==> config.mk <==
export PLATFORM = sky130hd
export DESIGN_NAME = uart_rx_os8
export DESIGN_NICKNAME = d
export VERILOG_FILES = /design/src/rtl/uart_rx_os8.sv
export SDC_FILE = /design/constraint.sdc
export NUM_CORES = 1
export LEC_CHECK = 0
export ABC_CLOCK_PERIOD_IN_PS = 5300
export BUFFER_PORTS_ARGS = -buffer_cell sky130_fd_sc_hd__buf_4
export CAP_MARGIN = 20
export CELL_PAD_IN_SITES_DETAIL_PLACEMENT = 0
export CELL_PAD_IN_SITES_GLOBAL_PLACEMENT = 2
export CORE_MARGIN = 3
export CORE_UTILIZATION = 41
export CTS_CLUSTER_SIZE = 25
export DETAILED_ROUTE_END_ITERATION = 10
export MAX_ROUTING_LAYER = met4
export PLACE_DENSITY = 0.88
export SYNTH_ARGS = -nofsm -noshare
export SYNTH_HDL_FRONTEND = slang
export SYNTH_SLANG_ARGS = --single-unit
==> constraint.sdc <==
create_clock -name i_clock -period 5.3 [get_ports i_clock]
set_clock_uncertainty 0.2 [all_clocks]
set_input_delay 1.325 -clock i_clock [delete_from_list [all_inputs] [get_ports i_clock]]
set_output_delay 1.325 -clock i_clock [all_outputs]
set_load 0.05 [all_outputs]
==> src/rtl/uart_rx_os8.sv <==
// 8N1 UART receiver, 8x oversampling with 3-sample majority vote.
// Byte output uses a valid/ready handshake with overrun and frame-error pulses.
`timescale 1ns/1ps
module uart_rx_os8 #(
  parameter int DATA_WIDTH    = 8,
  parameter int PRESCALE_SIZE = 16
) (
  input  logic                     i_clock,
  input  logic                     i_reset_n,
  input  logic                     i_rxd,
  input  logic [PRESCALE_SIZE-1:0] i_prescale,
  output logic [DATA_WIDTH-1:0]    o_data,
  output logic                     o_valid,
  input  logic                     i_ready,
  output logic                     o_busy,
  output logic                     o_frame_error,
  output logic                     o_overrun
);

  typedef enum logic [2:0] {
    S_IDLE,
    S_START,
    S_DATA,
    S_STOP,
    S_BREAK
  } state_e;

  localparam logic [PRESCALE_SIZE-1:0] ONE = 1;
  localparam logic [2:0] LAST_BIT = 3'(DATA_WIDTH - 1);

  state_e                   state_q;
  logic                     sync1_q;
  logic                     sync2_q;
  logic [1:0]               fill_q;
  logic                     prev_q;
  logic [PRESCALE_SIZE-1:0] pre_q;
  logic [PRESCALE_SIZE-1:0] cnt_q;
  logic [2:0]               phase_q;
  logic [2:0]               bit_q;
  logic [1:0]               smp_q;
  logic [DATA_WIDTH-1:0]    shift_q;
  logic [DATA_WIDTH-1:0]    data_q;
  logic                     valid_q;
  logic                     ferr_q;
  logic                     ovr_q;

  logic rxs;
  logic fall_d;
  logic tick_d;
  logic maj_d;

  assign rxs    = sync2_q;
  assign fall_d = prev_q & ~rxs;
  assign tick_d = (cnt_q == pre_q - ONE);
  assign maj_d  = (smp_q[1] & smp_q[0])
                | (smp_q[1] & rxs)
                | (smp_q[0] & rxs);

  always_ff @(posedge i_clock or negedge i_reset_n) begin
    if (!i_reset_n) begin
      state_q <= S_IDLE;
      sync1_q <= 1'b1;
      sync2_q <= 1'b1;
      fill_q  <= 2'b00;
      prev_q  <= 1'b0;
      pre_q   <= ONE;
      cnt_q   <= '0;
      phase_q <= '0;
      bit_q   <= '0;
      smp_q   <= '0;
      shift_q <= '0;
      data_q  <= '0;
      valid_q <= 1'b0;
      ferr_q  <= 1'b0;
      ovr_q   <= 1'b0;
    end else begin
      sync1_q <= i_rxd;
      sync2_q <= sync1_q;
      fill_q  <= {fill_q[0], 1'b1};
      // prev only counts a 1 that really came from the pin after reset
      prev_q  <= fill_q[1] & rxs;
      ferr_q  <= 1'b0;
      ovr_q   <= 1'b0;
      if (valid_q && i_ready) begin
        valid_q <= 1'b0;
      end
      if (state_q != S_IDLE) begin
        if (tick_d) begin
          cnt_q   <= '0;
          phase_q <= phase_q + 3'd1;
          if (phase_q == 3'd3) smp_q[1] <= rxs;
          if (phase_q == 3'd4) smp_q[0] <= rxs;
        end else begin
          cnt_q <= cnt_q + ONE;
        end
      end
      unique case (state_q)
        S_IDLE: begin
          if (fall_d) begin
            state_q <= S_START;
            cnt_q   <= '0;
            phase_q <= '0;
            pre_q   <= (i_prescale == '0) ? ONE : i_prescale;
          end
        end
        S_START: begin
          if (tick_d) begin
            if (phase_q == 3'd5 && maj_d) begin
              state_q <= S_IDLE;
            end else if (phase_q == 3'd7) begin
              state_q <= S_DATA;
              bit_q   <= '0;
            end
          end
        end
        S_DATA: begin
          if (tick_d) begin
            if (phase_q == 3'd5) begin
              shift_q <= {maj_d, shift_q[DATA_WIDTH-1:1]};
            end
            if (phase_q == 3'd7) begin
              if (bit_q == LAST_BIT) state_q <= S_STOP;
              else bit_q <= bit_q + 3'd1;
            end
          end
        end
        S_STOP: begin
          if (tick_d && phase_q == 3'd5) begin
            if (maj_d) begin
              state_q <= S_IDLE;
              if (!valid_q || i_ready) begin
                data_q  <= shift_q;
                valid_q <= 1'b1;
              end else begin
                ovr_q <= 1'b1;
              end
            end else begin
              state_q <= S_BREAK;
              ferr_q  <= 1'b1;
            end
          end
        end
        S_BREAK: begin
          if (rxs) state_q <= S_IDLE;
        end
        default: state_q <= S_IDLE;
      endcase
    end
  end

  assign o_data        = data_q;
  assign o_valid       = valid_q;
  assign o_busy        = (state_q != S_IDLE);
  assign o_frame_error = ferr_q;
  assign o_overrun     = ovr_q;

endmodule

==> metrics.log <==
INFO  metric run_status = complete, no violations
INFO  metric synth_seq_area_share = 0.474
INFO  metric synth_top_area_cell = sky130_fd_sc_hd__dfrtp_1
INFO  metric worst-endpoint-required = 5330 ps
INFO  metric fp.coreArea = 8300 µm²
INFO  metric synth_top_cell_area_share = 0.451
INFO  metric path_cells = inv_1 -> ha_1 -> or4b_4 -> or4_1 -> a221oi_2 -> nand4_1 -> nor3b_2 -> buf_4 -> and2_1 -> mux2_2
INFO  metric numClockSinks = 67
INFO  metric synth_nets = 379
INFO  metric slowest_delay = 560 ps
INFO  metric initial_utilization = 0.428
INFO  metric finalSetupTns = 0 ps
INFO  metric dp_hpwl = 5.18 mm
INFO  metric grt_pass1_wl = 12.4 mm
INFO  metric post_drt_wl_per_cell = 15.0 µm
INFO  metric instances_no_fill = 489
INFO  metric reg2reg_from = pre_q[1]
INFO  metric max_freq = 260 MHz
INFO  metric grt_antenna_before_repair = 0
INFO  metric synth-async-reset-ratio = 1.00
INFO  metric yosysMostFrequentCell = sky130_fd_sc_hd__nand2_1
INFO  metric drt_wl_total = 7.32 mm
INFO  metric dieArea = 9810 µm²
INFO  metric floorplan.die.height = 99.0 µm
INFO  metric yosys-top-cells-count = sky130_fd_sc_hd__nand2_1 (65), sky130_fd_sc_hd__dfrtp_1 (64), sky130_fd_sc_hd__mux2_2 (21)
INFO  metric path_max_fanout = 16
INFO  metric synth.top_cells.by_area = sky130_fd_sc_hd__dfrtp_1 (45%), sky130_fd_sc_hd__nand2_1 (6.9%), sky130_fd_sc_hd__mux2_2 (6.7%), sky130_fd_sc_hd__xnor2_1 (4.4%), sky130_fd_sc_hd__xor2_1 (3.9%)
INFO  metric synth_seq_cells = 67
INFO  metric static-leakage-power = 0.00188 µW
INFO  metric cts.htree.levels = 3
INFO  metric min-delay-path-class = flop to flop
INFO  metric min_period = 3840 ps
INFO  metric routed-via-count = 2571
INFO  metric count_of_inserted_antenna_diode_cells = 0
INFO  metric clkSlewWorstSetupHoldPaths = 60 ps
INFO  metric detail_route.first_pass.iterations = 4
INFO  metric cp_slowest_cell = sky130_fd_sc_hd__and2_1
INFO  metric post_synth_inst_count = 350
INFO  metric clockBufferDepth = 2
INFO  metric area_delta_synth_final = 13.4%
INFO  metric slew_at_the_pin_with_the_worst_max_slew_slack = 913 ps
INFO  metric critPathCaptureType = flop
INFO  metric reg2reg_slack = 1460 ps
INFO  metric grt_overflow_total = 0
INFO  metric ant_nets = 0
INFO  metric rsz_0062_raised_after_global_routing = no
INFO  metric maximum_number_of_pins_on_one_net_before_global_route_repair = 68
INFO  metric clock_tree_from_tritoncts = yes
INFO  metric ys_warn_count = 0
INFO  metric timing.final.hold_violations = 0
INFO  metric grt_usage = 0.164
INFO  metric port_buffer_count = 31
INFO  metric post_synth.cell_area_avg = 10.1 µm²
INFO  metric post-route-cell-area = 4020 µm²
INFO  metric netlist_area = 3550 µm²
INFO  metric layout_setup_ws = 1460 ps
INFO  metric startpoint_type = flop
INFO  metric max_cap_viol_count = 0
INFO  metric drt-vias-per-instance = 5.26
INFO  metric powerDensity = 392 nW/µm²
INFO  metric die_width = 99.0 µm
INFO  metric fin_crit_sh = 0.725
INFO  metric fin_total_pwr = 1580 µW
INFO  metric worst-endpoint-arrival = 3870 ps
INFO  metric cts_made_buffers = 9
INFO  metric design.final.nets = 409
INFO  metric postSynth.topFlopCell = sky130_fd_sc_hd__dfrtp_1
INFO  metric post_dp_cell_area = 3860 µm²
INFO  metric cts-resized-gates = 0
INFO  metric synth_enable_flop_cells = 0
INFO  metric gp_congestion = 0.826
INFO  metric cts_hold_buffers = 0
INFO  metric hold_start = fill_q[0]
INFO  metric placement.setup.worst_slack = 1480 ps
INFO  metric worst_hold_path.endpoint = fill_q[1]
INFO  metric regToRegEndpoint = phase_q[1]
INFO  metric final_max_slew_viol_count = 0
INFO  metric share_of_final_layout_standard_cells_stronger_than_drive_strength_1 = 0.208
INFO  metric ys_types = 55
INFO  metric hold_path_cells = 0
INFO  metric setup_repair_bufs_after_cts = 0
INFO  metric number_of_rows_created_at_floorplan = 33
INFO  metric post-route-drc-count = 0
INFO  metric cts-root-buf = sky130_fd_sc_hd__clkbuf_8
INFO  metric place.detailed.instances = 474
INFO  metric clk_latency = 340 ps
INFO  metric finalSetupViolCount = 0
INFO  metric power.ir.vdd_worst = 0.179 mV
INFO  metric first_global_vias = 2545
INFO  metric reg2reg_depth = 10
INFO  metric detail_route.iter0.violations = 80
INFO  metric critical_path_class = flop to flop
INFO  metric max-slew-margin-rel = 0.391
INFO  metric io_pins = 32
cells by family (layout without fill, tap and decap cells):
logic type,count (synthesis),count (layout),synth area share
adder cells (fa/ha/maj),10,10,0.0346
XOR/XNOR,34,34,0.0839
buffers and inverters,26,60,0.0328
AND/OR/NAND/NOR,158,158,0.236
AO/OA/AOI/OAI,26,26,0.0518
flip-flops,67,67,0.474
other,1,1,0.00106
multiplexers,28,28,0.0864
state kept, by name, summed over array words and instances, names as in the netlist, 2 cells and up:
register,cells
fill_q,2
shift_q,8
o_data,8
state_q,3
cnt_q,16
bit_q,3
pre_q,16
smp_q,2
phase_q,3
cells in the final DEF, fill, tap and decap left out, types with 9 or more instances in the layout:
master                     count
sky130_fd_sc_hd__buf_4        33
sky130_fd_sc_hd__clkbuf_8     11
sky130_fd_sc_hd__dfrtp_1      64
sky130_fd_sc_hd__ha_1          9
sky130_fd_sc_hd__inv_1        11
sky130_fd_sc_hd__mux2_2       21
sky130_fd_sc_hd__nand2_1      65
sky130_fd_sc_hd__nor2_1       19
sky130_fd_sc_hd__nor3_1       20
sky130_fd_sc_hd__xnor2_1      18
sky130_fd_sc_hd__xor2_1       16
power by group:
part	total (µW)	internal [µW]	switching, µW
logic	458	221	237
registers	743	605	138
clock network	377	194	183
total	1580	1020	558
metrics by stage:
stage / utilization / hold WS, ps
finish: 0.485 / 153
global route: 0.485 / 170
CTS: 0.485 / 156
detailed placement: 0.465 / 141
global placement: 0.465 / 136
floorplan: - / 131
worst max-delay path by stage:
stage	startpoint	endpoint	slack (ps)	cells after the start
floorplan	pre_q[0]	o_data[0]	2060	10
finish	pre_q[1]	phase_q[1]	1460	10
detailed placement	pre_q[1]	phase_q[1]	1480	10
global placement	pre_q[1]	phase_q[1]	1570	10
global route	pre_q[1]	phase_q[1]	1210	10
CTS	pre_q[1]	phase_q[1]	1450	10
worst max-delay path, delay by kind of cell, from the launching register on:
| family | cells | cell delay [ps] |
|---|---|---|
| and+or+nand+nor | 5 | 1970 |
| DFF | 1 | 400 |
| muxes | 1 | 400 |
| buffers and inverters | 2 | 310 |
| AOI/OAI and AO/OA | 1 | 250 |
| adders and majority gates | 1 | 210 |
final cells by class:
| cell class | instances | area [µm²] |
|---|---|---|
| Sequential cell | 67 | 1680 |
| Fill cell | 781 | 4280 |
| Timing Repair Buffer | 33 | 248 |
| Clock buffer | 15 | 166 |
| Tap cell | 105 | 131 |
| Multi-Input combinational cell | 257 | 1750 |
| Inverter | 12 | 45.0 |
per-layer routing:
| metal | track usage | share of wire | vias to the layer above |
|---|---|---|---|
| li1 | - | - | 1264 |
| met1 | 0.223 | 0.49 | 1261 |
| met2 | 0.242 | 0.46 | 38 |
| met3 | 0.0418 | 0.040 | 8 |
| met4 | 0.0504 | 0.012 | 0 |
| met5 | - | 0 | - |
Power figures use the tool's default switching activity.
